`config.mk`:
```
export PLATFORM = sky130hd
export DESIGN_NAME = mux8_rr_arbiter
export DESIGN_NICKNAME = d
export VERILOG_FILES = /design/src/rtl/mux8_arb_pkg.sv /design/src/rtl/rr_pick8.sv /design/src/rtl/mux8_rr_arbiter.sv
export SDC_FILE = /design/constraint.sdc
export NUM_CORES = 1
export LEC_CHECK = 0
export BUFFER_PORTS_ARGS = -buffer_cell sky130_fd_sc_hd__buf_2
export CAP_MARGIN = 20
export CORE_MARGIN = 3
export CORE_UTILIZATION = 35
export CTS_BUF_LIST = sky130_fd_sc_hd__clkbuf_16
export DETAILED_ROUTE_END_ITERATION = 10
export PLACE_DENSITY_LB_ADDON = 0.08
export SETUP_SLACK_MARGIN = 0.4
export SYNTH_ARGS = -nofsm -noshare
export SYNTH_HDL_FRONTEND = slang
export SYNTH_SLANG_ARGS = --single-unit
```
`constraint.sdc`:
```
create_clock -name clk -period 4.5 [get_ports clk]
set_clock_uncertainty 0.2 [all_clocks]
set_input_delay 0.675 -clock clk [delete_from_list [all_inputs] [get_ports clk]]
set_output_delay 0.675 -clock clk [all_outputs]
set_load 0.01 [all_outputs]
```
`src/rtl/mux8_arb_pkg.sv`:
```
// mux8_arb_pkg: shared widths and FSM state type for the 8-way round-robin mux arbiter
package mux8_arb_pkg;
  localparam int N_REQ  = 8;
  localparam int SEL_W  = 3;
  localparam int HOLD_W = 8;
  typedef enum logic {ARB_IDLE, ARB_GRANT} arb_state_t;
endpackage

```
`src/rtl/rr_pick8.sv`:
```
// rr_pick8: rotating-priority search starting at last+1, owner last, masked bits skipped
module rr_pick8
  import mux8_arb_pkg::*;
(
  input  logic [N_REQ-1:0] req,
  input  logic [N_REQ-1:0] mask,
  input  logic [SEL_W-1:0] last,
  output logic             found,
  output logic [SEL_W-1:0] idx,
  output logic [N_REQ-1:0] onehot
);
  logic [N_REQ-1:0] eff;
  logic [SEL_W-1:0] p;
  // walk from farthest to nearest so the nearest hit in search order wins
  always_comb begin
    eff = req & ~mask;
    found = 1'b0;
    idx = '0;
    p = '0;
    for (int k = N_REQ; k >= 1; k--) begin
      p = last + SEL_W'(k);
      if (eff[p]) begin
        found = 1'b1;
        idx = p;
      end
    end
    onehot = found ? N_REQ'(1) << idx : '0;
  end
endmodule

```
`src/rtl/mux8_rr_arbiter.sv`:
```
// mux8_rr_arbiter: round-robin owner select for a shared mux8to1; grant held until released
// MUX8_ARB_TIMEOUT_EN adds a MAX_HOLD-cycle forced hand-off with a timeout pulse.
module mux8_rr_arbiter
  import mux8_arb_pkg::*;
#(
  parameter int MAX_HOLD = 16
) (
  input  logic             clk,
  input  logic             rst,
  input  logic [N_REQ-1:0] req,
  output logic [N_REQ-1:0] gnt,
  output logic [SEL_W-1:0] sel,
  output logic             busy,
  output logic             timeout
);
  arb_state_t       state;
  logic [SEL_W-1:0] last, idx;
  logic [N_REQ-1:0] onehot, mask;
  logic             found, arb, force_ho;

  if (MAX_HOLD < 2 || MAX_HOLD > 255) begin : g_bad_hold
    $error("mux8_rr_arbiter: MAX_HOLD must be 2..255");
  end

`ifdef MUX8_ARB_TIMEOUT_EN
  logic [HOLD_W-1:0] hold_cnt;
  logic              hold_max;
  assign hold_max = hold_cnt == HOLD_W'(MAX_HOLD - 1);
  assign force_ho = state == ARB_GRANT && req[sel] && hold_max && |(req & ~gnt);
  // a lone owner at the limit just restarts its count
  always_ff @(posedge clk or posedge rst)
    if (rst) begin
      hold_cnt <= '0;
      timeout <= 1'b0;
    end else begin
      hold_cnt <= (arb || hold_max) ? '0 : hold_cnt + 1'b1;
      timeout <= force_ho;
    end
`else
  assign force_ho = 1'b0;
  assign timeout = 1'b0;
`endif

  assign mask = force_ho ? gnt : '0;
  assign arb = state == ARB_IDLE || !req[sel] || force_ho;
  assign busy = |gnt;

  rr_pick8 u_pick (
    .req   (req),
    .mask  (mask),
    .last  (last),
    .found (found),
    .idx   (idx),
    .onehot(onehot)
  );

  always_ff @(posedge clk or posedge rst)
    if (rst) begin
      state <= ARB_IDLE;
      last <= SEL_W'(N_REQ - 1);
      gnt <= '0;
      sel <= '0;
    end else if (arb) begin
      state <= found ? ARB_GRANT : ARB_IDLE;
      gnt <= onehot;
      sel <= found ? idx : sel;
      last <= found ? idx : last;
    end
endmodule

```
==> results of run 1 <==
==> cells by family after synthesis <==
| kind of cell | share of synthesized area |
|---|---|
| other | 0.00227 |
| flip-flops | 0.230 |
| XOR/XNOR | 0.0205 |
| buffers and inverters | 0.0523 |
| multiplexers | 0.319 |
| AO/OA/AOI/OAI | 0.195 |
| AND/OR/NAND/NOR | 0.166 |
| adder cells (fa/ha/maj) | 0.0152 |
==> cells in the mapped netlist (5+ instances only) <==
cell / number / share of area
o31ai_1: 5 / 0.023
a21oi_1: 12 / 0.036
dfrtp_1: 12 / 0.18
mux4_2: 10 / 0.14
nand2_1: 16 / 0.036
o21ai_0: 6 / 0.018
clkbuf_1: 5 / 0.011
mux2i_1: 14 / 0.085
nor2_1: 12 / 0.027
mux2_2: 6 / 0.041
inv_1: 7 / 0.016
o211ai_1: 5 / 0.023
==> through the flow <==
stage                     instance area [µm²]  setup WS [ns]   util  hold slack [ns]
after detailed placement                 1780           1.15  0.401            0.304
after floorplan                          1650          0.668      -            0.335
after CTS                                1860           1.12  0.419            0.318
after global placement                   1780           1.14  0.401            0.300
after global routing                     1860          0.906  0.419            0.340
final                                    1860           1.12  0.419            0.294
==> layout make-up <==
cell class                 instances  share of cell area
tap                               52              0.0349
timing repair buffer              24              0.0685
inverter                           7              0.0141
clock buffer                       3              0.0403
multi-input combinational        142               0.636
sequential                        15               0.204
clock inverter                     1             0.00202
==> sequential cells by signal (all words and copies together) (netlist names) <==
signal,count
gnt,8
last,3
sel,3
state,1
==> routing by layer <==
layer / wire, µm / vias up / part of all wire / global-route usage
met5: 0 / - / 0 / 0
met4: 67 / 0 / 0.015 / 0.0474
met3: 232 / 6 / 0.053 / 0.0294
met2: 2050 / 43 / 0.46 / 0.266
met1: 2060 / 729 / 0.47 / 0.250
li1: - / 718 / - / -
==> worst min-delay path by stage <==
stage	startpoint	to	slack, ns	cells past startpoint
2_1_floorplan	gnt[3]	gnt[3]	0.34	2
3_3_place_gp	gnt[6]	gnt[6]	0.30	2
3_5_place_dp	gnt[7]	gnt[7]	0.30	2
4_1_cts	rst	sel[0]	0.32	2
5_1_grt	rst	sel[1]	0.34	2
6_report	rst	sel[0]	0.29	2
==> results.cfg, run 1 <==
[timing]
rsz0062_at_grt = no
fmax_mhz = 296
setup_viol = 0
finalSetupTns_ns = 0
slew_viol_final = 0
relSlewSlack = 0.298
period_needed_ns = 3.38
worst_pin_slew_ns = 1.05
finalCritPeriodShare = 0.751
hold_viol = 0

[clock_network]
root_buffer = clkbuf_16
htreeDepth = 1
cts_tree = yes
cts_buffers = 3
cts.path.max_buffers = 2
cts_resized = 0
path_clk_slew_ns = 0.05
cts_sinks = 15
post_cts.repair.setup_buffers = 0
ctsHoldBuffers = 0
clk_latency_ns = 0.24

[synth]
synth_edf_count = 0
ys.flop_type = dfrtp_1
seq_area_frac_synth = 0.230
synthCells = 175
synth-seq-cells = 15
synthArstFlopShare = 1.00
yosys_warnings = 0
synth_nets = 187
syn_area_um2 = 1650
synth_cell_type_count = 46
syn_avg_cell_area_um2 = 9.43

[floorplanning]
die_w_um = 74.7
fp.dieH_um = 74.7
fp-row-count = 24
initial_utilization = 0.371
core_area_um2 = 4440
num_io_pins = 23
die-area_um2 = 5570

[route]
postRouteAntennaNets = 0
wire_per_inst_um = 18.1
wl_um = 4410
drc = 0
first_pass_iters = 5
drtIter0Drc = 135
avgViaCountPerCell = 6.13
vias = 1496

[worst_setup_path]
cp-start-kind = flip-flop
cp.required_ns = 4.45
cp_num_cells = 9
r2r-end = gnt[6]
slowest_delay_ns = 0.59
rr_startpoint = last[1]
path_class = flip-flop to flip-flop
path_cells = inv_1 > ha_1 > mux4_2 > nand2b_1 > a311oi_1 > o21ai_1 > a21oi_1 > nand2_1 > o31ai_1
path_delay_family = compound AO/OA/AOI/OAI gates
ff2ff_setup_slack_ns = 1.12
slowest_stage = mux4_2
critPathCapture = gnt[6]
r2r_cells = 9
worstPathMaxFanout = 6
crit_arrival_ns = 3.33
cp-startpoint = last[1]
crit_buf_inv = 1
cp-end-kind = flip-flop

[global_routing]
antenna_found_initial = 0
gr-total-overflow = 0
grt_pass1_vias = 1461
grt_use_total = 0.172
grt_first_pass_wirelength_um = 7400
grt_max_degree = 29

[run_status]
status = finished clean

[place]
dp_cells = 240
dp.final_hpwl_um = 3290
place_congestion = 0.952
io_buffers = 21

[finish]
layout_common_cells = 21 x buf_2, 16 x nand2_1, 14 x mux2i_1
syn2layout_area_growth_pct = 12.8
nFillCells = 460
regArea_um2 = 379
diodes = 0
layout_commonest_cell = buf_2
multi_input_area_um2 = 1180
fin_cells = 244
fin_nets = 205
drive_gt1_frac = 0.260

[run]
cap_violations = 0

[min_path]
hold_class = input pin to async pin
Power of run 1 is not shown: default switching activity piles up to over one toggle a cycle in this logic, so the estimate is an artifact.
==> run 2: changes to the inputs <==
--- a/config.mk
+++ b/config.mk
@@ -5,6 +5,7 @@
 export SDC_FILE = /design/constraint.sdc
 export NUM_CORES = 1
 export LEC_CHECK = 0
+export ABC_AREA = 1
 export BUFFER_PORTS_ARGS = -buffer_cell sky130_fd_sc_hd__buf_2
 export CAP_MARGIN = 20
 export CORE_MARGIN = 3
==> constraint.sdc (replaced) <==
create_clock -name clk -period 3.05 [get_ports clk]
set_clock_uncertainty 0.2 [all_clocks]
set_input_delay 0.4575 -clock clk [delete_from_list [all_inputs] [get_ports clk]]
set_output_delay 0.4575 -clock clk [all_outputs]
set_load 0.01 [all_outputs]
==> run 2 against run 1 <==
  * Critical path type unchanged
  * Final area shrank 11%
  * Clock-buffer cell count is the same
  * Worst hold slack lost 0.24 ns
==> results.cfg, run 2 <==
[floorplanning]
num_io_pins = 23
die_w_um = 69.1
die-area_um2 = 4770
core_area_um2 = 3740
initial_utilization = 0.372
fp-row-count = 22
fp.dieH_um = 69.1

[global_routing]
grt_pass1_vias = 1437
grt_use_total = 0.161
grt_first_pass_wirelength_um = 6400
grt_max_degree = 16
gr-total-overflow = 0
antenna_found_initial = 0

[worst_setup_path]
slowest_delay_ns = 0.59
crit_arrival_ns = 2.44
cp-end-kind = flip-flop
r2r_cells = 16
path_cells = buf_4 > ha_1 > xor2_1 > nand3_2 > nand2_2 > inv_2 > nand2_1 > nand2_1 > nand2_1 > nand2_1 > nand2_1 > nand2_1 > nand2_2 > inv_2 > nand3_1 > nand2_1
crit_buf_inv = 3
path_delay_family = simple AND/OR/NAND/NOR gates
cp_num_cells = 16
cp.required_ns = 2.98
slowest_stage = dfstp_2
cp-start-kind = flip-flop
worstPathMaxFanout = 9
path_class = flip-flop to flip-flop
cpMostUsedCell = nand2_1

[synth]
synth_cell_type_count = 32
ys_top_cells_by_count = 58 x nand2_1, 39 x nand3_1, 17 x inv_1
syn_avg_cell_area_um2 = 6.93
synth_top_area_frac = 0.216
synthCells = 201
synth_nets = 213
synth_edf_count = 0
synthArstFlopShare = 1.00
synthTopCellsByArea = dfrtp_1 22%, nand2_1 16%, nand3_1 14%
synth_top_area_cell = dfrtp_1
synth-seq-cells = 15
syn_area_um2 = 1390
seq_area_frac_synth = 0.272
yosysMostFrequentCell = nand2_1
yosys_warnings = 0
ys.flop_type = dfrtp_1

[route]
vias = 1421
drt-met1-wl_um = 1640
met2_length_um = 1920
routed.top_layer = met4
drtIter0Drc = 197
postRouteAntennaNets = 0
dr_wl_met3_um = 123
avgViaCountPerCell = 5.15
wl_um = 3780
drc = 0
wire_per_inst_um = 13.7
first_pass_iters = 5

[clock_network]
htreeDepth = 1
cts.path.max_buffers = 2
cts_buffers = 3
ctsHoldBuffers = 0
cts_tree = yes
clk_latency_ns = 0.24
root_buffer = clkbuf_16
cts_sinks = 15
path_clk_slew_ns = 0.05

[finish]
nFillCells = 404
multi_input_area_um2 = 892
layout_common_cells = 58 x nand2_1, 38 x nand3_1, 21 x buf_2
utilization = 0.444
fin_nets = 241
drive_gt1_frac = 0.333
syn2layout_area_growth_pct = 19.4
reg.largest.list = gnt (8), last (3), sel (3)
diodes = 0
layout_commonest_cell = nand2_1
largest_reg_flops = 8
fin_cells = 276
largest_register = gnt
regArea_um2 = 379

[timing]
slew_viol_final = 0
rsz0062_at_grt = yes
fmax_mhz = 399
setup_viol = 0
worst_pin_slew_ns = 0.553
finalCritPeriodShare = 0.821
relSlewSlack = 0.631
finalSetupTns_ns = 0
period_needed_ns = 2.50
hold_viol = 0

[place]
dp.final_hpwl_um = 2970
dp_cells = 266
io_buffers = 21
place_congestion = 0.991

[run]
cap_violations = 0

[run_status]
status = finished clean

[min_path]
hold_class = input pin to async pin
run 2: changes by cell type after synthesis, sizes merged, moves of 5 or more:
cell    change
clkbuf      -5
inv        +16
mux2        -7
mux2i      -12
mux4       -13
nand2      +59
nand3      +43
o211ai      -5
o31ai       -5
run 2: cell families (layout without fill, tap and decap cells):
kind of cell	after synthesis	after routing	synth area share
AO/OA/AOI/OAI	18	18	0.0899
XOR/XNOR	3	3	0.0189
adder cells (fa/ha/maj)	2	2	0.0180
buffers and inverters	28	55	0.107
flip-flops	15	15	0.272
multiplexers	2	2	0.0144
other	1	1	0.00269
AND/OR/NAND/NOR	132	132	0.477
run 2: stage by stage:
step | instance area (µm²) | hold WS (ns) | setup WS [ns]
after floorplan | 1390 | 0.157 | 0.523
after global placement | 1510 | 0.294 | 0.317
after detailed placement | 1510 | 0.292 | 0.266
after CTS | 1600 | 0.0696 | 0.416
after global routing | 1660 | 0.110 | 0.383
final | 1660 | 0.0548 | 0.545
run 2: worst reg2reg max path, stage by stage, from the launching register on:
cell	delay [ns]
dfstp_2	0.59
buf_4	0.18
ha_1	0.21
xor2_1	0.27
nand3_2	0.12
nand2_2	0.12
inv_2	0.05
nand2_1	0.06
nand2_1	0.04
nand2_1	0.05
nand2_1	0.06
nand2_1	0.06
nand2_1	0.05
nand2_2	0.12
inv_2	0.07
nand3_1	0.09
nand2_1	0.06
run 2: repair_timing:
item,CTS,global route
pin swaps,0,2
buffers inserted,1,5
endpoints found under the setup margin,14,14
resized for setup,2,4
run 2: worst paths after layout:
kind / from / to / slack, ns
max: last[0] / gnt[6] / 0.55
max reg2reg: last[0] / gnt[6] / 0.55
min: rst / gnt[5] / 0.05
max in group asynchronous: rst / last[1] / 2.23
min in group clk: gnt[7] / gnt[7] / 0.31
min reg2reg: gnt[7] / gnt[7] / 0.31
run 2: cell type report:
cell class / instances / area share
clock buffer: 3 / 0.0451
clock inverter: 1 / 0.00451
inverter: 24 / 0.0594
multi-input combinational: 158 / 0.536
sequential: 15 / 0.228
tap: 48 / 0.0361
timing repair buffer: 27 / 0.0903
run 2: per-layer routing:
metal,vias up,GRT usage
met5,-,0
met4,0,0.0738
met3,14,0.0219
met2,45,0.281
met1,651,0.193
li1,711,-
Power of run 2 is left out for the same reason.
